===== src/rtl/bus_uart_tx.sv =====
// Memory-mapped 8N1 UART transmitter: TX FIFO, baud engine, drain interrupt.
module bus_uart_tx #(
  parameter logic [31:0] BaseAddress  = 32'h1000_0000,
  parameter int          FifoDepth    = 8,
  parameter logic [15:0] DivisorReset = 16'd868
) (
  input  logic        clk,
  input  logic        rst,
  input  logic [31:0] address,
  input  logic        read,
  input  logic        write,
  input  logic [3:0]  byte_enable,
  input  logic [31:0] write_data,
  output logic [31:0] read_data,
  output logic        ack,
  output logic        hit,
  output logic        tx,
  output logic        irq
);

  localparam int AW = $clog2(FifoDepth);
  localparam logic [AW:0] DEPTH_C = (AW+1)'(FifoDepth);

  typedef enum logic [1:0] {IDLE, START, DATA, STOP} state_t;

  logic [7:0]  mem_q [FifoDepth];
  logic [AW:0] wr_ptr_q, rd_ptr_q, count;
  logic        full, empty;
  logic [1:0]  sel;
  logic        acc_rd, acc_wr, push_req, push, pop, ovf_clr;
  logic [15:0] div_q, period, baud_q;
  logic        baud_done;
  logic [1:0]  ctrl_q;
  logic        ovf_q;
  state_t      state_q;
  logic [7:0]  shift_q, head;
  logic [2:0]  bit_q;
  logic        tx_q, irq_q, ack_q;
  logic [31:0] rdata_q, rdata_d;
  logic        unused_bits;

  assign unused_bits = ^{address[1:0], byte_enable[3:2], write_data[31:16]};

  assign hit      = (address[31:4] == BaseAddress[31:4]);
  assign sel      = address[3:2];
  assign acc_wr   = hit & write;
  assign acc_rd   = hit & read & ~write;
  assign push_req = acc_wr & (sel == 2'd0) & byte_enable[0];
  assign push     = push_req & ~full;
  assign ovf_clr  = acc_wr & (sel == 2'd1) & byte_enable[0] & write_data[3];

  assign count = wr_ptr_q - rd_ptr_q;
  assign full  = (count == DEPTH_C);
  assign empty = (count == '0);
  assign head  = mem_q[rd_ptr_q[AW-1:0]];

  // A zero divisor still gives a one-clock bit period.
  assign period    = (div_q == 16'd0) ? 16'd1 : div_q;
  assign baud_done = (baud_q == 16'd0);

  // Pop when idle, or on the final stop cycle to chain frames without a gap.
  assign pop = ctrl_q[0] & ~empty &
               ((state_q == IDLE) | ((state_q == STOP) & baud_done));

  assign read_data = rdata_q;
  assign ack       = ack_q;
  assign tx        = tx_q;
  assign irq       = irq_q;

  // Register read mux.
  always_comb begin
    rdata_d = '0;
    case (sel)
      2'd1: rdata_d = {16'd0, 8'(count), 4'd0,
                       ovf_q, (state_q != IDLE), empty, full};
      2'd2: rdata_d = {16'd0, div_q};
      2'd3: rdata_d = {30'd0, ctrl_q};
      default: rdata_d = '0;
    endcase
  end

  // Bus acknowledge and registered read data (held between reads).
  always_ff @(posedge clk) begin
    if (rst) begin
      ack_q   <= 1'b0;
      rdata_q <= '0;
    end else begin
      ack_q <= hit & (read | write);
      if (acc_rd) rdata_q <= rdata_d;
    end
  end

  // Control registers and sticky overflow flag.
  always_ff @(posedge clk) begin
    if (rst) begin
      div_q  <= DivisorReset;
      ctrl_q <= '0;
      ovf_q  <= 1'b0;
    end else begin
      if (acc_wr && sel == 2'd2) begin
        if (byte_enable[0]) div_q[7:0]  <= write_data[7:0];
        if (byte_enable[1]) div_q[15:8] <= write_data[15:8];
      end
      if (acc_wr && sel == 2'd3 && byte_enable[0]) ctrl_q <= write_data[1:0];
      if (push_req && full) ovf_q <= 1'b1;
      else if (ovf_clr)     ovf_q <= 1'b0;
    end
  end

  // FIFO pointers; fullness is judged before the edge.
  always_ff @(posedge clk) begin
    if (rst) begin
      wr_ptr_q <= '0;
      rd_ptr_q <= '0;
    end else begin
      if (push) wr_ptr_q <= wr_ptr_q + 1'b1;
      if (pop)  rd_ptr_q <= rd_ptr_q + 1'b1;
    end
  end

  // FIFO storage.
  always_ff @(posedge clk) begin
    if (push) mem_q[wr_ptr_q[AW-1:0]] <= write_data[7:0];
  end

  // Transmit FSM; period is sampled at every bit start.
  always_ff @(posedge clk) begin
    if (rst) begin
      state_q <= IDLE;
      tx_q    <= 1'b1;
      baud_q  <= '0;
      shift_q <= '0;
      bit_q   <= '0;
    end else begin
      case (state_q)
        IDLE: begin
          tx_q <= 1'b1;
          if (pop) begin
            shift_q <= head;
            state_q <= START;
            tx_q    <= 1'b0;
            baud_q  <= period - 16'd1;
          end
        end
        START: begin
          if (baud_done) begin
            state_q <= DATA;
            tx_q    <= shift_q[0];
            shift_q <= shift_q >> 1;
            bit_q   <= '0;
            baud_q  <= period - 16'd1;
          end else baud_q <= baud_q - 16'd1;
        end
        DATA: begin
          if (baud_done) begin
            baud_q <= period - 16'd1;
            if (bit_q == 3'd7) begin
              state_q <= STOP;
              tx_q    <= 1'b1;
            end else begin
              tx_q    <= shift_q[0];
              shift_q <= shift_q >> 1;
              bit_q   <= bit_q + 3'd1;
            end
          end else baud_q <= baud_q - 16'd1;
        end
        STOP: begin
          if (baud_done) begin
            if (pop) begin
              shift_q <= head;
              state_q <= START;
              tx_q    <= 1'b0;
              baud_q  <= period - 16'd1;
            end else begin
              state_q <= IDLE;
              tx_q    <= 1'b1;
            end
          end else baud_q <= baud_q - 16'd1;
        end
        default: state_q <= IDLE;
      endcase
    end
  end

  // Drain interrupt; a push this cycle suppresses it immediately.
  always_ff @(posedge clk) begin
    if (rst) irq_q <= 1'b0;
    else     irq_q <= ctrl_q[1] & empty & (state_q == IDLE) & ~push;
  end

endmodule


===== config.mk =====
export PLATFORM = sky130hd
export DESIGN_NAME = bus_uart_tx
export DESIGN_NICKNAME = d
export VERILOG_FILES = /design/src/rtl/bus_uart_tx.sv
export SDC_FILE = /design/constraint.sdc
export NUM_CORES = 1
export LEC_CHECK = 0
export CAP_MARGIN = 5
export CELL_PAD_IN_SITES_DETAIL_PLACEMENT = 1
export CELL_PAD_IN_SITES_GLOBAL_PLACEMENT = 2
export CORE_ASPECT_RATIO = 0.6
export CORE_UTILIZATION = 35
export DETAILED_ROUTE_END_ITERATION = 10
export PLACE_DENSITY = 0.76
export SLEW_MARGIN = 10
export SYNTH_ARGS = -nofsm -noshare
export SYNTH_HDL_FRONTEND = slang
export SYNTH_SLANG_ARGS = --single-unit
export TNS_END_PERCENT = 1

===== constraint.sdc =====
create_clock -name clk -period 3.5 [get_ports clk]
set_input_delay 0.7 -clock clk [delete_from_list [all_inputs] [get_ports clk]]
set_output_delay 0.7 -clock clk [all_outputs]
set_load 0.05 [all_outputs]

# Word level (Yosys, flattened, before mapping)
# Memory sizes are Yosys's and may differ from the RTL's. A register that Yosys moved wholly into a read port is not among the register bits.
# Index checks and enable logic that the tools add are counted.
[classes]
add_sub_neg = 6
eq_ne = 15
mux = 35
bitwise = 22
reduce_logical = 19
[ops]
columns = ["op", "n"]
rows = [
  ["$pmux W16 S3", 2],
  ["$mux W16", 4],
  ["$mux W8", 5],
  ["$logic_not A16 Y1", 2],
  ["$pmux W8 S4", 1],
  ["$sub A16 B1 Y16 const B", 2],
  ["$eq A28 B25 Y1 const B", 1],
  ["$and A1 B1 Y1", 16],
  ["$mux W3", 5],
  ["$ne A2 B2 Y1 const B", 6],
  ["$mux W1", 10],
  ["$mux W2", 5],
  ["$add A4 B1 Y4 const B", 2],
  ["$eq A2 B2 Y1 const B", 4],
  ["$pmux W2 S4", 1],
  ["$reduce_and A4 Y1", 2],
  ["$pmux W3 S2", 1],
  ["$reduce_bool A2 Y1", 3],
  ["$reduce_and A5 Y1", 1],
  ["$eq A2 B1 Y1 const B", 2],
  ["$eq A4 B4 Y1 const B", 1],
  ["$logic_and A1 B1 Y1", 4],
  ["$logic_not A2 Y1", 2],
  ["$logic_not A4 Y1", 1],
  ["9 further kinds", 14],
]
[totals]
ff_bits = 91
ramBits = 64
in_bits = 72
out_inout_bits = 36
word_cells = 112
mem_count = 1
[memory_table]
columns = ["name", "depth", "width", "read_ports", "rd_ports_with_merged_regs", "wr", "line", "source"]
rows = [
  ["mem_q", 8, 8, 1, 1, 1, "26", "logic [7:0] mem_q [FifoDepth];"],
]

# Depth between registers and ports, before layout
[depth]
word_depth = 8
mapped_depth = 12
mapped_depth_nobuf = 10

# Worst setup path before layout
# Ideal clock, no wire load.
[synth_path]
path_kind = "input-to-reg"
from = "in address[6]"
to = "mem mem_q[0][0] (enable)"
setup_time_ns = 0.395
arrival_ns = 3.292
required_time_ns = 3.105
path_slack_ns = -0.187
cell_stages = 6
path_buffers = 0
cell_sequence = "nor4_1 nand4_1 nor2_1 nand4b_1 nand2b_1 nor4_1"
[synth_between]
elab_chain_len = 7
[synth_rtl]
columns = ["element", "line", "source"]
rows = [
  ["start: declaration", "9", "input logic [31:0] address,"],
  ["$eq A28 B25 Y1", "44", "assign hit = (address[31:4] == BaseAddress[31:4]);"],
  ["net hit", "16", "output logic hit,"],
  ["$and A1 B1 Y1", "46", "assign acc_wr = hit & write;"],
  ["$and A1 B1 Y1 (2 in a row)", "48", "assign push_req = acc_wr & (sel == 2'd0) & byte_enable[0];"],
  ["$and A1 B1 Y1", "49", "assign push = push_req & ~full;"],
  ["$mux W1", "123", "if (push) mem_q[wr_ptr_q[AW-1:0]] <= write_data[7:0];"],
  ["$mux W1 (not written as such)", "123", ""],
  ["end: declaration", "26", ""],
]
# The timed path passes the listed nets, and every way through them passes these cells.

# Worst setup path after layout
[layout_path]
from = "reg wr_ptr_q[0]"
to = "reg baud_q[14]"
[layout_between]
elab_chain_len = 8
[layout_rtl]
columns = ["element", "line", "source"]
rows = [
  ["start: declaration", "27", "logic [AW:0] wr_ptr_q, rd_ptr_q, count;"],
  ["start signal: assignment", "116", "if (push) wr_ptr_q <= wr_ptr_q + 1'b1;"],
  ["$sub A4 B4 Y4 (*)", "52", "assign count = wr_ptr_q - rd_ptr_q;"],
  ["$logic_not A4 Y1 (*)", "54", "assign empty = (count == '0);"],
  ["$not A1 Y1 (*)", "62", "assign pop = ctrl_q[0] & ~empty &"],
  ["$and A1 B1 Y1 (*) (2 in a row)", "62", ""],
  ["$mux W16 (*)", "-", ""],
  ["$mux W16", "-", ""],
  ["$pmux W16 S3 (*)", "-", ""],
  ["end signal: assignment", "142", "baud_q <= period - 16'd1;"],
  ["end signal: assignment", "151", "baud_q <= period - 16'd1;"],
  ["end signal: assignment", "152", "end else baud_q <= baud_q - 16'd1;"],
  ["end: declaration", "31", "logic [15:0] div_q, period, baud_q;"],
]
# Every way passes the cells marked *; elsewhere a longest branch is shown, timed or not.
# A chain may end at the register's enable or synchronous reset.

==> out/results.tsv <==
stage	metric	value	unit
hold_path	hold_path_class	reg -> reg	
sta	finalHoldViolCount	0	
cts	worstSkewPairLatency	0.42	ns
logic_synthesis	syn_area_per_cell	10.56	um2
cts	cts_max_level	4	
floorplan	fp.dieH	112.9	um
setup_path	worstSetupStartpointType	register	
placed_design	dpl-instance-area	8225	um2
drt	num_vias	5658	
setup_path	crit_required	3.81	ns
floorplan	initial_core_util	0.3582	
finish	multi_input_area	3381	um2
logic_synthesis	ys.flop_type	dfxtp_1	
setup_path	crit_family	compound AO/OA/AOI/OAI gates	
cts	cts_tree	done	
global_routing	grt_usage	0.1988	
floorplan	pin_count	108	
floorplan	fp.dieW	186.8	um
global_routing	grt_start_max_net_pins	34	
setup_path	crit_buf_inv	3	
setup_path	endpoint_kind	register	
finish	n_antenna_cell	0	
logic_synthesis	yosys.area_share.simple	0.1622	
finish	layout.nets	844	
drt	first_iter_violations	327	
sta	clock_skew	0.009585	ns
hold_path	hold_depth	2	
setup_path	crit_path_max_incr_delay	0.54	ns
finish	fin_util	0.4405	
setup_path	crit_top_cell	buf_4	
setup_path	r2r_start	wr_ptr_q[0]	
finish	final_layout_size_suffix_gt1_frac	0.1299	
hold_path	hold_start	read_data[13]	
cts	clock_path_buffers	2	
global_routing	antenna_found_initial	0	
logic_synthesis	yosys.area.top_type	edfxtp_1	
floorplan	dieArea	21090	um2
sta	holdWs	0.4645	ns
drt	routed_wl	20.34	mm
drt	drc	0	
logic_synthesis	seq_area_frac_synth	0.4857	
logic_synthesis	synth_compound_area_frac	0.1328	
cts	cts_hold_buf	0	
placed_design	routabilityCongestion	0.8306	
logic_synthesis	synth.mux.area_fraction	0.1141	
sta	period_share	0.9450	
logic_synthesis	ys.warnings.count	0	
setup_path	timing.rr.end	baud_q[14]	
sta	max_freq	302.3	MHz
logic_synthesis	ys_types	69	
cts	numCtsBuffers	17	
sta	min_period	3.307	ns
setup_path	worstSetupPathType	reg -> reg	
logic_synthesis	synth.cell_area	7172	um2
finish	layoutNonFillerInstCount	1043	
hold_path	min_to	read_data[13]	
status	status	completed	
drt	antenna_left	0	
logic_synthesis	synthXorXnorAreaFrac	0.02809	
sta	worst_slew_pin_slew	0.7576	ns
global_routing	grt_pass1_wl	32.24	mm
finish	final_area	8818	um2
drt	first_pass_iters	5	
global_routing	grt_overflow	0	
logic_synthesis	syn_inst	679	
cts	root_buffer	clkbuf_16	
placed_design	hpwl	14.69	mm
logic_synthesis	synth-edff-count	64	
setup_path	rrSetupSlack	0.19	ns
setup_path	critPathSlowestCell	o311ai_0	
logic_synthesis	synth_top_family_by_area	simple AND/OR/NAND/NOR gates	
sta	slew_headroom	0.4943	
sta	rsz0062_at_grt	true	
logic_synthesis	synth-async-reset-ratio	0	
logic_synthesis	yosysTopAreaCellShare	0.2680	
finish	syn_to_final_growth	22.96	%
logic_synthesis	synth-seq-cells	142	
cts	clk_pin_slew	0.06	ns
cts	cts_num_sinks	142	
setup_path	r2r_cells	11	
job	maxCapViolations	0	
drt	routedWlPerCell	19.50	um
pwr	power_density	469.4	nW/um2
setup_path	crit_arrival	3.62	ns
drt	vias_per_cell	5.425	
floorplan	core	20020	um2
placed_design	io_buffers	71	
sta	finalSetupViolCount	0	
finish	seqCellArea	3483	um2
logic_synthesis	synth_most_common_cell	dfxtp_1	
finish	fillCellCount	2220	
pwr	vdd_drop_max	323.6	uV
logic_synthesis	synthTopCellsByArea	edfxtp_1 27%, dfxtp_1 22%, mux2i_1 5.4%	
placed_design	placed_cells	1012	
pwr	p_leak	3.099	nW
setup_path	worstPathCellList	inv_1, ha_1, fa_1, xnor2_1, or2_2, o31a_1, buf_4, o311ai_0, buf_4, a21o_1, o21ai_1	
global_routing	grt_pass1_vias	5862	
logic_synthesis	synthTopCellsByCount	78 x dfxtp_1, 70 x nor2_1, 64 x edfxtp_1	
sta	finalMaxSlewViolations	0	
setup_path	cp_max_fo	6	
floorplan	rows	40	
logic_synthesis	synth-adder-area-share	0.02547	
flip-flops by register name, summed over array words and instances (netlist names), named ones only:
signal and flops:
bit_q 3, wr_ptr_q 4, tx 1, read_data 16, ctrl_q 2, baud_q 16, ack 1, ovf_q 1
rd_ptr_q 4, irq 1, mem_q 64, shift_q 8, state_q 2, div_q 16
area by class of cell:
class / instances / share of cell area
Tap cell: 273 / 0.03873
Clock inverter: 13 / 0.01859
Multi-Input combinational cell: 478 / 0.3834
Timing Repair Buffer: 104 / 0.1093
Sequential cell: 142 / 0.3950
Inverter: 15 / 0.006385
Clock buffer: 18 / 0.04867
timing repair:
action,4_1_cts,5_1_grt
hold endpoints to repair,0,0
resized for setup,0,0
setup buffers,0,0
setup endpoints to repair,0,1
cells in the final DEF, fill, tap and decap left out, drive strengths merged, types with 16 or more instances in the layout:
| cell | Yosys | layout |
|---|---|---|
| clkdlybuf4s50 | 0 | 69 |
| inv | 15 | 19 |
| o21ai | 26 | 26 |
| nor4 | 20 | 20 |
| nand2 | 32 | 32 |
| mux4 | 16 | 16 |
| dfxtp | 78 | 78 |
| buf | 23 | 35 |
| conb | 1 | 16 |
| nor3 | 19 | 19 |
| nand3 | 20 | 20 |
| nor2 | 70 | 70 |
| clkbuf | 36 | 18 |
| mux2i | 39 | 39 |
| edfxtp | 64 | 64 |
| a21oi | 34 | 34 |
layer usage:
metal,vias to the layer above,share of wire,GRT usage
li1,2683,-,-
met1,2813,0.50,0.2822
met2,149,0.44,0.3040
met3,13,0.050,0.04342
met4,0,0.0076,0.05792
met5,-,0,0
tightest hold or removal path, cell delays in order, from the launching register on:
cell,delay (ns)
dfxtp_1,0.31
nand2_1,0.05
a21oi_1,0.05
logic make-up after synthesis:
family / count (synthesis)
AOI/OAI and AO/OA: 138
DFF: 142
buffers and inverters: 74
xor gates and xnor gates: 23
and+or+nand+nor: 226
muxes: 61
adders and majority gates: 14
other: 1
stage by stage:
stage | worst slack (ns) | setup TNS [ns] | total power, mW
after floorplan | 0.1346 | 0 | 2.144
after global placement | 0.2210 | 0 | 2.282
after detailed placement | 0.2492 | 0 | 2.306
after CTS | 0.2005 | 0 | 4.153
after global routing | -0.01239 | -0.01239 | 4.267
final | 0.1925 | 0 | 4.140
power breakdown:
part           switching [mW]  leakage (nW)  internal [mW]
clock network           0.741         0.287           1.12
logic                   0.324          1.61          0.182
registers              0.0147          1.20           1.75
worst max-delay path by stage:
stage / start / endpoint / cells after the start
2_1_floorplan: address[14] / mem_q[0][0] / 6
3_3_place_gp: wr_ptr_q[0] / baud_q[14] / 11
3_5_place_dp: wr_ptr_q[0] / baud_q[14] / 11
4_1_cts: wr_ptr_q[0] / baud_q[14] / 11
5_1_grt: wr_ptr_q[0] / shift_q[1] / 9
6_report: wr_ptr_q[0] / baud_q[14] / 11
Note: power is estimated with default switching activity, not from simulation.
